[config.mk]
export PLATFORM = sky130hd
export DESIGN_NAME = limn2600_sram_ctrl
export DESIGN_NICKNAME = d
export VERILOG_FILES = /design/src/rtl/limn2600_pkg.sv /design/src/rtl/limn2600_sram_wait_ctr.sv /design/src/rtl/limn2600_sram_ctrl.sv
export SDC_FILE = /design/constraint.sdc
export NUM_CORES = 1
export LEC_CHECK = 0
export CORE_MARGIN = 2
export CORE_UTILIZATION = 42
export DETAILED_ROUTE_END_ITERATION = 6
export GPL_TIMING_DRIVEN = 0
export PLACE_DENSITY = 0.77
export SLEW_MARGIN = 20
export SYNTH_ARGS = -nofsm -noshare
export SYNTH_HDL_FRONTEND = slang
export SYNTH_SLANG_ARGS = --single-unit
[constraint.sdc]
create_clock -name clk -period 2.1 [get_ports clk]
set_clock_uncertainty 0.15 [all_clocks]
set_input_delay 0.42 -clock clk [delete_from_list [all_inputs] [get_ports clk]]
set_output_delay 0.42 -clock clk [all_outputs]
set_load 0.05 [all_outputs]
[src/rtl/limn2600_pkg.sv]
// Shared types and widths for the Limn2600 SRAM controller.
//   sram_state_t : controller FSM encoding
//   sram_cmd_t   : command latched from the scheduler in IDLE
package limn2600_pkg;

    localparam int unsigned LIMN_WORD_W = 32;
    localparam int unsigned LIMN_BE_W   = 4;
    localparam int unsigned LIMN_WAIT_W = 4;

    typedef enum logic [2:0] {
        IDLE    = 3'd0,
        SETUP   = 3'd1,
        ACCESS  = 3'd2,
        HOLD    = 3'd3,
        DONE    = 3'd4,
        RECOVER = 3'd5
    } sram_state_t;

    typedef struct packed {
        logic                   we;
        logic [LIMN_WORD_W-1:0] addr;
        logic [LIMN_WORD_W-1:0] wdata;
        logic [LIMN_BE_W-1:0]   be;
    } sram_cmd_t;

endpackage

[src/rtl/limn2600_sram_wait_ctr.sv]
// Wait-state counter: loads a start value, decrements to zero and stops there.
//   clk, rst      : clock, synchronous active-high reset
//   load/load_val : load the counter (has priority over dec)
//   dec           : decrement by one, saturating at zero
//   zero_c        : combinational flag, counter is zero
module limn2600_sram_wait_ctr
    import limn2600_pkg::*;
(
    input  logic                   clk,
    input  logic                   rst,
    input  logic                   load,
    input  logic [LIMN_WAIT_W-1:0] load_val,
    input  logic                   dec,
    output logic                   zero_c
);

    logic [LIMN_WAIT_W-1:0] count;

    // Load / saturating decrement
    always_ff @(posedge clk) begin
        if (rst) begin
            count <= '0;
        end else if (load) begin
            count <= load_val;
        end else if (dec && (count != '0)) begin
            count <= count - LIMN_WAIT_W'(1);
        end
    end

    assign zero_c = (count == '0);

endmodule

[src/rtl/limn2600_sram_ctrl.sv]
// RAM-side controller for the Limn2600 memory scheduler, driving an external
// asynchronous 32-bit SRAM with programmable wait states.
//   clk, rst                      : clock, synchronous active-high reset
//   cmd_ce/we/addr/wdata[/be]     : command level from the scheduler, held until cmd_rdy
//   cmd_rdata/cmd_rdy/cmd_err     : one-cycle completion pulse, read data, range error
//   sram_addr/dq_o/dq_oe/dq_i     : SRAM word address and data (pad tristate is external)
//   sram_ce_n/oe_n/we_n/be_n      : SRAM strobes, active low, all registered
// Build option: LIMN_SRAM_BYTE_LANES_EN adds cmd_be and per-lane write masking.
module limn2600_sram_ctrl
    import limn2600_pkg::*;
#(
    parameter int unsigned ADDR_W      = 16,
    parameter int unsigned WAIT_STATES = 1
) (
    input  logic                   clk,
    input  logic                   rst,
    input  logic                   cmd_ce,
    input  logic                   cmd_we,
    input  logic [LIMN_WORD_W-1:0] cmd_addr,
    input  logic [LIMN_WORD_W-1:0] cmd_wdata,
`ifdef LIMN_SRAM_BYTE_LANES_EN
    input  logic [LIMN_BE_W-1:0]   cmd_be,
`endif
    output logic [LIMN_WORD_W-1:0] cmd_rdata,
    output logic                   cmd_rdy,
    output logic                   cmd_err,
    output logic [ADDR_W-1:0]      sram_addr,
    output logic [LIMN_WORD_W-1:0] sram_dq_o,
    input  logic [LIMN_WORD_W-1:0] sram_dq_i,
    output logic                   sram_dq_oe,
    output logic                   sram_ce_n,
    output logic                   sram_oe_n,
    output logic                   sram_we_n,
    output logic [LIMN_BE_W-1:0]   sram_be_n
);

    sram_state_t state, state_d;
    sram_cmd_t   lat;
    sram_cmd_t   in_cmd_c;
    sram_cmd_t   cur_c;
    logic        in_range_c;
    logic        wait_zero_c;

    logic [LIMN_WORD_W-1:0] cmd_rdata_d;
    logic                   cmd_rdy_d;
    logic                   cmd_err_d;
    logic [ADDR_W-1:0]      sram_addr_d;
    logic [LIMN_WORD_W-1:0] sram_dq_o_d;
    logic                   sram_dq_oe_d;
    logic                   sram_ce_n_d;
    logic                   sram_oe_n_d;
    logic                   sram_we_n_d;
    logic [LIMN_BE_W-1:0]   sram_be_n_d;

    // Incoming command as a struct; without lane enables every lane is written
    always_comb begin
        in_cmd_c.we    = cmd_we;
        in_cmd_c.addr  = cmd_addr;
        in_cmd_c.wdata = cmd_wdata;
`ifdef LIMN_SRAM_BYTE_LANES_EN
        in_cmd_c.be    = cmd_be;
`else
        in_cmd_c.be    = '1;
`endif
    end

    // Outputs for SETUP are computed in IDLE, before the latch is loaded
    assign cur_c      = (state == IDLE) ? in_cmd_c : lat;
    assign in_range_c = ((cmd_addr >> (ADDR_W + 2)) == '0);

    // Byte-offset bits, out-of-range upper bits and (without lanes) be are don't-cares
    logic unused_bits;
    assign unused_bits = ^{lat.addr, lat.be, cmd_addr[1:0]};

    // Command latch; inputs are ignored outside IDLE
    always_ff @(posedge clk) begin
        if (rst) begin
            lat <= '0;
        end else if ((state == IDLE) && cmd_ce) begin
            lat <= in_cmd_c;
        end
    end

    limn2600_sram_wait_ctr u_wait_ctr (
        .clk      (clk),
        .rst      (rst),
        .load     (state == SETUP),
        .load_val (LIMN_WAIT_W'(WAIT_STATES)),
        .dec      (state == ACCESS),
        .zero_c   (wait_zero_c)
    );

    // State register
    always_ff @(posedge clk) begin
        if (rst) begin
            state <= IDLE;
        end else begin
            state <= state_d;
        end
    end

    // Next-state logic
    always_comb begin
        state_d = state;
        case (state)
            IDLE: begin
                if (cmd_ce) begin
                    state_d = in_range_c ? SETUP : DONE;
                end
            end
            SETUP:   state_d = ACCESS;
            ACCESS: begin
                if (wait_zero_c) begin
                    state_d = lat.we ? HOLD : DONE;
                end
            end
            HOLD:    state_d = DONE;
            DONE:    state_d = RECOVER;
            RECOVER: state_d = IDLE;
            default: state_d = IDLE;
        endcase
    end

    // Output decode: values for the registers, keyed on the state being entered
    always_comb begin
        cmd_rdy_d    = 1'b0;
        cmd_err_d    = 1'b0;
        cmd_rdata_d  = '0;
        sram_addr_d  = sram_addr;
        sram_dq_o_d  = sram_dq_o;
        sram_dq_oe_d = 1'b0;
        sram_ce_n_d  = 1'b1;
        sram_oe_n_d  = 1'b1;
        sram_we_n_d  = 1'b1;
        sram_be_n_d  = '1;

        case (state_d)
            SETUP, ACCESS, HOLD: begin
                sram_ce_n_d = 1'b0;
                sram_addr_d = cur_c.addr[ADDR_W+1:2];
                sram_be_n_d = cur_c.we ? ~cur_c.be : '0;
                if (cur_c.we) begin
                    sram_dq_oe_d = 1'b1;
                    sram_dq_o_d  = cur_c.wdata;
                end
                if (state_d == ACCESS) begin
                    if (cur_c.we) begin
                        sram_we_n_d = 1'b0;
                    end else begin
                        sram_oe_n_d = 1'b0;
                    end
                end
            end
            DONE: begin
                cmd_rdy_d = 1'b1;
                // Entering DONE straight from IDLE only happens on a range error
                cmd_err_d = (state == IDLE);
                if ((state == ACCESS) && !lat.we) begin
                    cmd_rdata_d = sram_dq_i;
                end
            end
            default: ;
        endcase
    end

    // Output registers
    always_ff @(posedge clk) begin
        if (rst) begin
            cmd_rdy    <= 1'b0;
            cmd_err    <= 1'b0;
            cmd_rdata  <= '0;
            sram_addr  <= '0;
            sram_dq_o  <= '0;
            sram_dq_oe <= 1'b0;
            sram_ce_n  <= 1'b1;
            sram_oe_n  <= 1'b1;
            sram_we_n  <= 1'b1;
            sram_be_n  <= '1;
        end else begin
            cmd_rdy    <= cmd_rdy_d;
            cmd_err    <= cmd_err_d;
            cmd_rdata  <= cmd_rdata_d;
            sram_addr  <= sram_addr_d;
            sram_dq_o  <= sram_dq_o_d;
            sram_dq_oe <= sram_dq_oe_d;
            sram_ce_n  <= sram_ce_n_d;
            sram_oe_n  <= sram_oe_n_d;
            sram_we_n  <= sram_we_n_d;
            sram_be_n  <= sram_be_n_d;
        end
    end

endmodule

==> qor.csv <==
stage;metric;value;unit
clock_tree;TritonCTS Sinks;144;
final_layout;Final nets;1057;
logic_synthesis;Syn Nets;822;
logic_synthesis;Synth Area in Simple Gates;0.258;
logic_synthesis;Netlist cell types;41;
sta;Final Setup Violations;32;
critical_path;r2r setup slk;-0.08;ns
logic_synthesis;Commonest cells post-synth;230 x nand2_1, 144 x dfxtp_1, 100 x a21oi_1, 49 x nor2b_1, 40 x clkbuf_1;
critical_path;crit path to;sram_dq_o[10];
critical_path;arrival time at the worst endpoint;2.34;ns
global_routing;first-pass GRT wire length;27300;µm
power_and_ir_drop;Pint;0.00567;W
power_and_ir_drop;Leak;4.21;nW
logic_synthesis;Ys Warns;0;
power_and_ir_drop;sequential share of power;0.377;
placement;port buffer count;186;
sta;max_slew headroom;0.589;
clock_tree;Root Buffer;clkbuf_16;
global_routing;largest net degree at the start of global routing;17;
sta;f_max;0.458;GHz
global_routing;vias in the first global route;5520;
sta;final hold vios;0;
drt;initial DRC count;326;
logic_synthesis;cell with the most instances after synthesis;nand2_1;
critical_path;worst reg-to-reg path cell count;7;
global_routing;remaining global-route overflow;0;
logic_synthesis;flops & latches, synth;144;
placement;Area after DPL;8140;µm²
critical_path;Cell Chain, Critical Path;buf_2, nand2b_1, o21a_1, a211o_4, buf_12, buf_12, mux2_4;
die;initial core utilization;0.433;
power_and_ir_drop;pwr dens;834;nW/µm²
critical_path;Reg-to-Reg End;sram_dq_o[10];
sta;RSZ-0062 raised after global routing;true;
sta;worst hold slack;0.304;ns
sta;final setup margin;-0.0846;ns
die;Die X-Extent;124;µm
power_and_ir_drop;combinational share of power;0.205;
critical_path;RR Startpoint;state[0];
logic_synthesis;largest family of logic cells by synthesized area;simple AND/OR/NAND/NOR gates;
critical_path;Crit Path Max Fanout;10;
final_layout;n_diodes;0;
final_layout;layout cell share with drive strength beyond 1;0.176;
outcome;violations in the final reports;negative setup slack;
clock_tree;H-tree depth;4;
outcome;run status;complete, but fails checks;
die;# IOs;190;
power_and_ir_drop;switching power;0.00212;W
global_routing;all-layer global routing usage;0.232;
drt;vias per cell;5.01;
hold_path;Worst Hold Depth;2;
clock_tree;clock latency on the worst-skew pair;0.42;ns
die;chip height;124;µm
critical_path;crit path launch;state[0];
final_layout;P&R area growth vs syn;54.4;%
die;Core Box Area;14000;µm²
drt;vias;5756;
sta;Pins Over Slew Limit;0;
drt;router iterations before antenna repair;6;
global_routing;initial antenna violation count;0;
logic_synthesis;Post-Syn Area;6060;µm²
sta;period utilisation layout;1.04;
job;maxcap violations;0;
power_and_ir_drop;sw frac;0.273;
logic_synthesis;area share of fa/ha/maj cells after synthesis;0.00413;
sta;crit path time final;2.18;ns
critical_path;Critical Path Source Type;register;
critical_path;CP Capture Type;register;
critical_path;Crit path depth;7;
drt;DRT Wirelength;18000;µm
drt;Avg WL per Cell;15.7;µm
logic_synthesis;Mean Syn Cell Area;8.41;µm²
placement;hpwl dp;11900;µm
clock_tree;Clock Path Buffers;2;
final_layout;utilization after layout;0.668;
critical_path;Critical path buffers and inverters;3;
clock_tree;CTS Buf Count;17;
hold_path;Hold Crit Class;reg2reg;
logic_synthesis;Primary FF master, synth;dfxtp_1;
placement;GP Congestion;0.812;
logic_synthesis;Synth area leader;dfxtp_1;
clock_tree;CTS clk-pin slew, worst paths;0.06;ns
logic_synthesis;Yosys top cell area share;0.476;
logic_synthesis;Cells after Synth;720;
logic_synthesis;post-synthesis sequential area ratio;0.476;
critical_path;Top cell by count, worst path;buf_12;
die;row count;43;
clock_tree;TritonCTS clock tree;yes;
final_layout;# fillers;1178;
power_and_ir_drop;maximum VDD drop;500;µV
critical_path;critical path class;reg2reg;
critical_path;Worst path max stage delay;0.40;ns
logic_synthesis;Synth Area in XOR/XNOR;0.00289;
critical_path;Critical Path RT;2.26;ns
sta;Worst-Margin Slew;0.616;ns
power_and_ir_drop;clock share of power;0.418;
critical_path;CP delay by family, top;compound AO/OA/AOI/OAI gates;
logic_synthesis;FFs w/ async S/R, synth;0;
die;DIE AREA;15400;µm²
drt;DRC;0;
logic_synthesis;Compound-Gate Fraction of Synth Area;0.0981;
logic_synthesis;Post-synth EDFFs;0;
critical_path;slowest CP cell;a211o_4;
final_layout;final instance area;9350;µm²
clock_tree;# hold bufs at CTS;0;
drt;antenna-violating nets left;0;
logic_synthesis;top cells by area, synth;dfxtp_1 48%, nand2_1 14%, a21oi_1 8.3%;
logic_synthesis;mux share of post-synthesis cell area;0.111;
-- state kept, by name, summed over array words and instances, names as in the netlist --
signal	flops
cmd_err	1
cmd_rdata	32
cmd_rdy	1
lat	50
sram_addr	16
sram_be_n	1
sram_ce_n	1
sram_dq_o	32
sram_dq_oe	1
sram_oe_n	1
sram_we_n	1
state	3
u_wait_ctr.count	4
-- layout by cell type (no fill, tap or decap), types with 4 or more instances in the layout --
master / count
dfxtp_1: 141
nand2_1: 230
clkbuf_4: 7
nor2b_1: 49
buf_12: 7
clkdlybuf4s50_1: 84
nor2_1: 6
dlygate4sd2_1: 98
clkbuf_8: 4
mux2_4: 48
clkbuf_1: 23
clkbuf_2: 13
nor3_2: 4
a21oi_1: 100
bufinv_16: 4
buf_6: 12
nor3_1: 32
inv_1: 4
buf_4: 22
clkbuf_16: 17
-- cell type report --
cell class | count | area, µm² | share of cell area
multi-input cells | 512 | 3090 | 0.330
flip-flops and latches | 144 | 2890 | 0.309
repair buffers | 218 | 2110 | 0.226
clock buffers | 23 | 488 | 0.0522
plain buffers | 57 | 375 | 0.0401
well taps | 180 | 225 | 0.0241
clock inverters | 9 | 153 | 0.0163
inverters | 5 | 18.8 | 0.00201
-- timing repair --
item / CTS / global route
buffers inserted: 20 / 7
setup endpoints to repair: 220 / 133
pin swaps: 10 / 4
cloned: 4 / 2
gates resized for setup: 153 / 68
-- worst reg2reg max path, stage by stage (launching register included) --
cell	delay (ns)
dfxtp_1	0.36
buf_2	0.20
nand2b_1	0.15
o21a_1	0.23
a211o_4	0.40
buf_12	0.15
buf_12	0.13
mux2_4	0.29
-- layer usage --
layer / GRT usage / up-vias / wire, µm
met5: 0 / - / 0
met4: 0.0779 / 0 / 104
met3: 0.0847 / 10 / 1490
met2: 0.394 / 209 / 8750
met1: 0.271 / 2684 / 7660
li1: - / 2853 / -
-- through the flow --
| stage | std cells | setup TNS (ns) | power (W) | setup WS, ns |
|---|---|---|---|---|
| 6_report | 1148 | -2.20 | 0.00779 | -0.0846 |
| 3_3_place_gp | 1086 | -60.57 | 0.00433 | -0.697 |
| 5_1_grt | 1148 | -6.20 | 0.00810 | -0.159 |
| 2_1_floorplan | 720 | 0 | 0.00383 | 0.0384 |
| 3_5_place_dp | 1086 | -65.38 | 0.00434 | -0.752 |
| 4_1_cts | 1141 | -1.76 | 0.00769 | -0.0834 |
-- worst min-delay path by stage --
stage / from / end
2_1_floorplan: lat[0] / lat[0]
3_3_place_gp: lat[13] / lat[13]
3_5_place_dp: lat[30] / lat[30]
4_1_cts: lat[5] / lat[5]
5_1_grt: lat[35] / lat[35]
6_report: lat[42] / lat[42]
-- kinds of logic after synthesis --
family | count (synthesis)
AND/OR/NAND/NOR | 347
flip-flops | 144
AO/OA/AOI/OAI | 111
buffers and inverters | 64
multiplexers | 50
XOR/XNOR | 2
adder cells (fa/ha/maj) | 2
-- power by group through the flow --
stage / Combinational, W / Sequential [W] / Clock, W
after global placement: 0.00134 / 0.00299 / 0
after detailed placement: 0.00135 / 0.00299 / 0
after global routing: 0.00173 / 0.00295 / 0.00342
after CTS: 0.00146 / 0.00294 / 0.00330
final: 0.00160 / 0.00294 / 0.00325
after floorplan: 0.000691 / 0.00314 / 0
No activity file was read; power rests on OpenSTA's default activity.
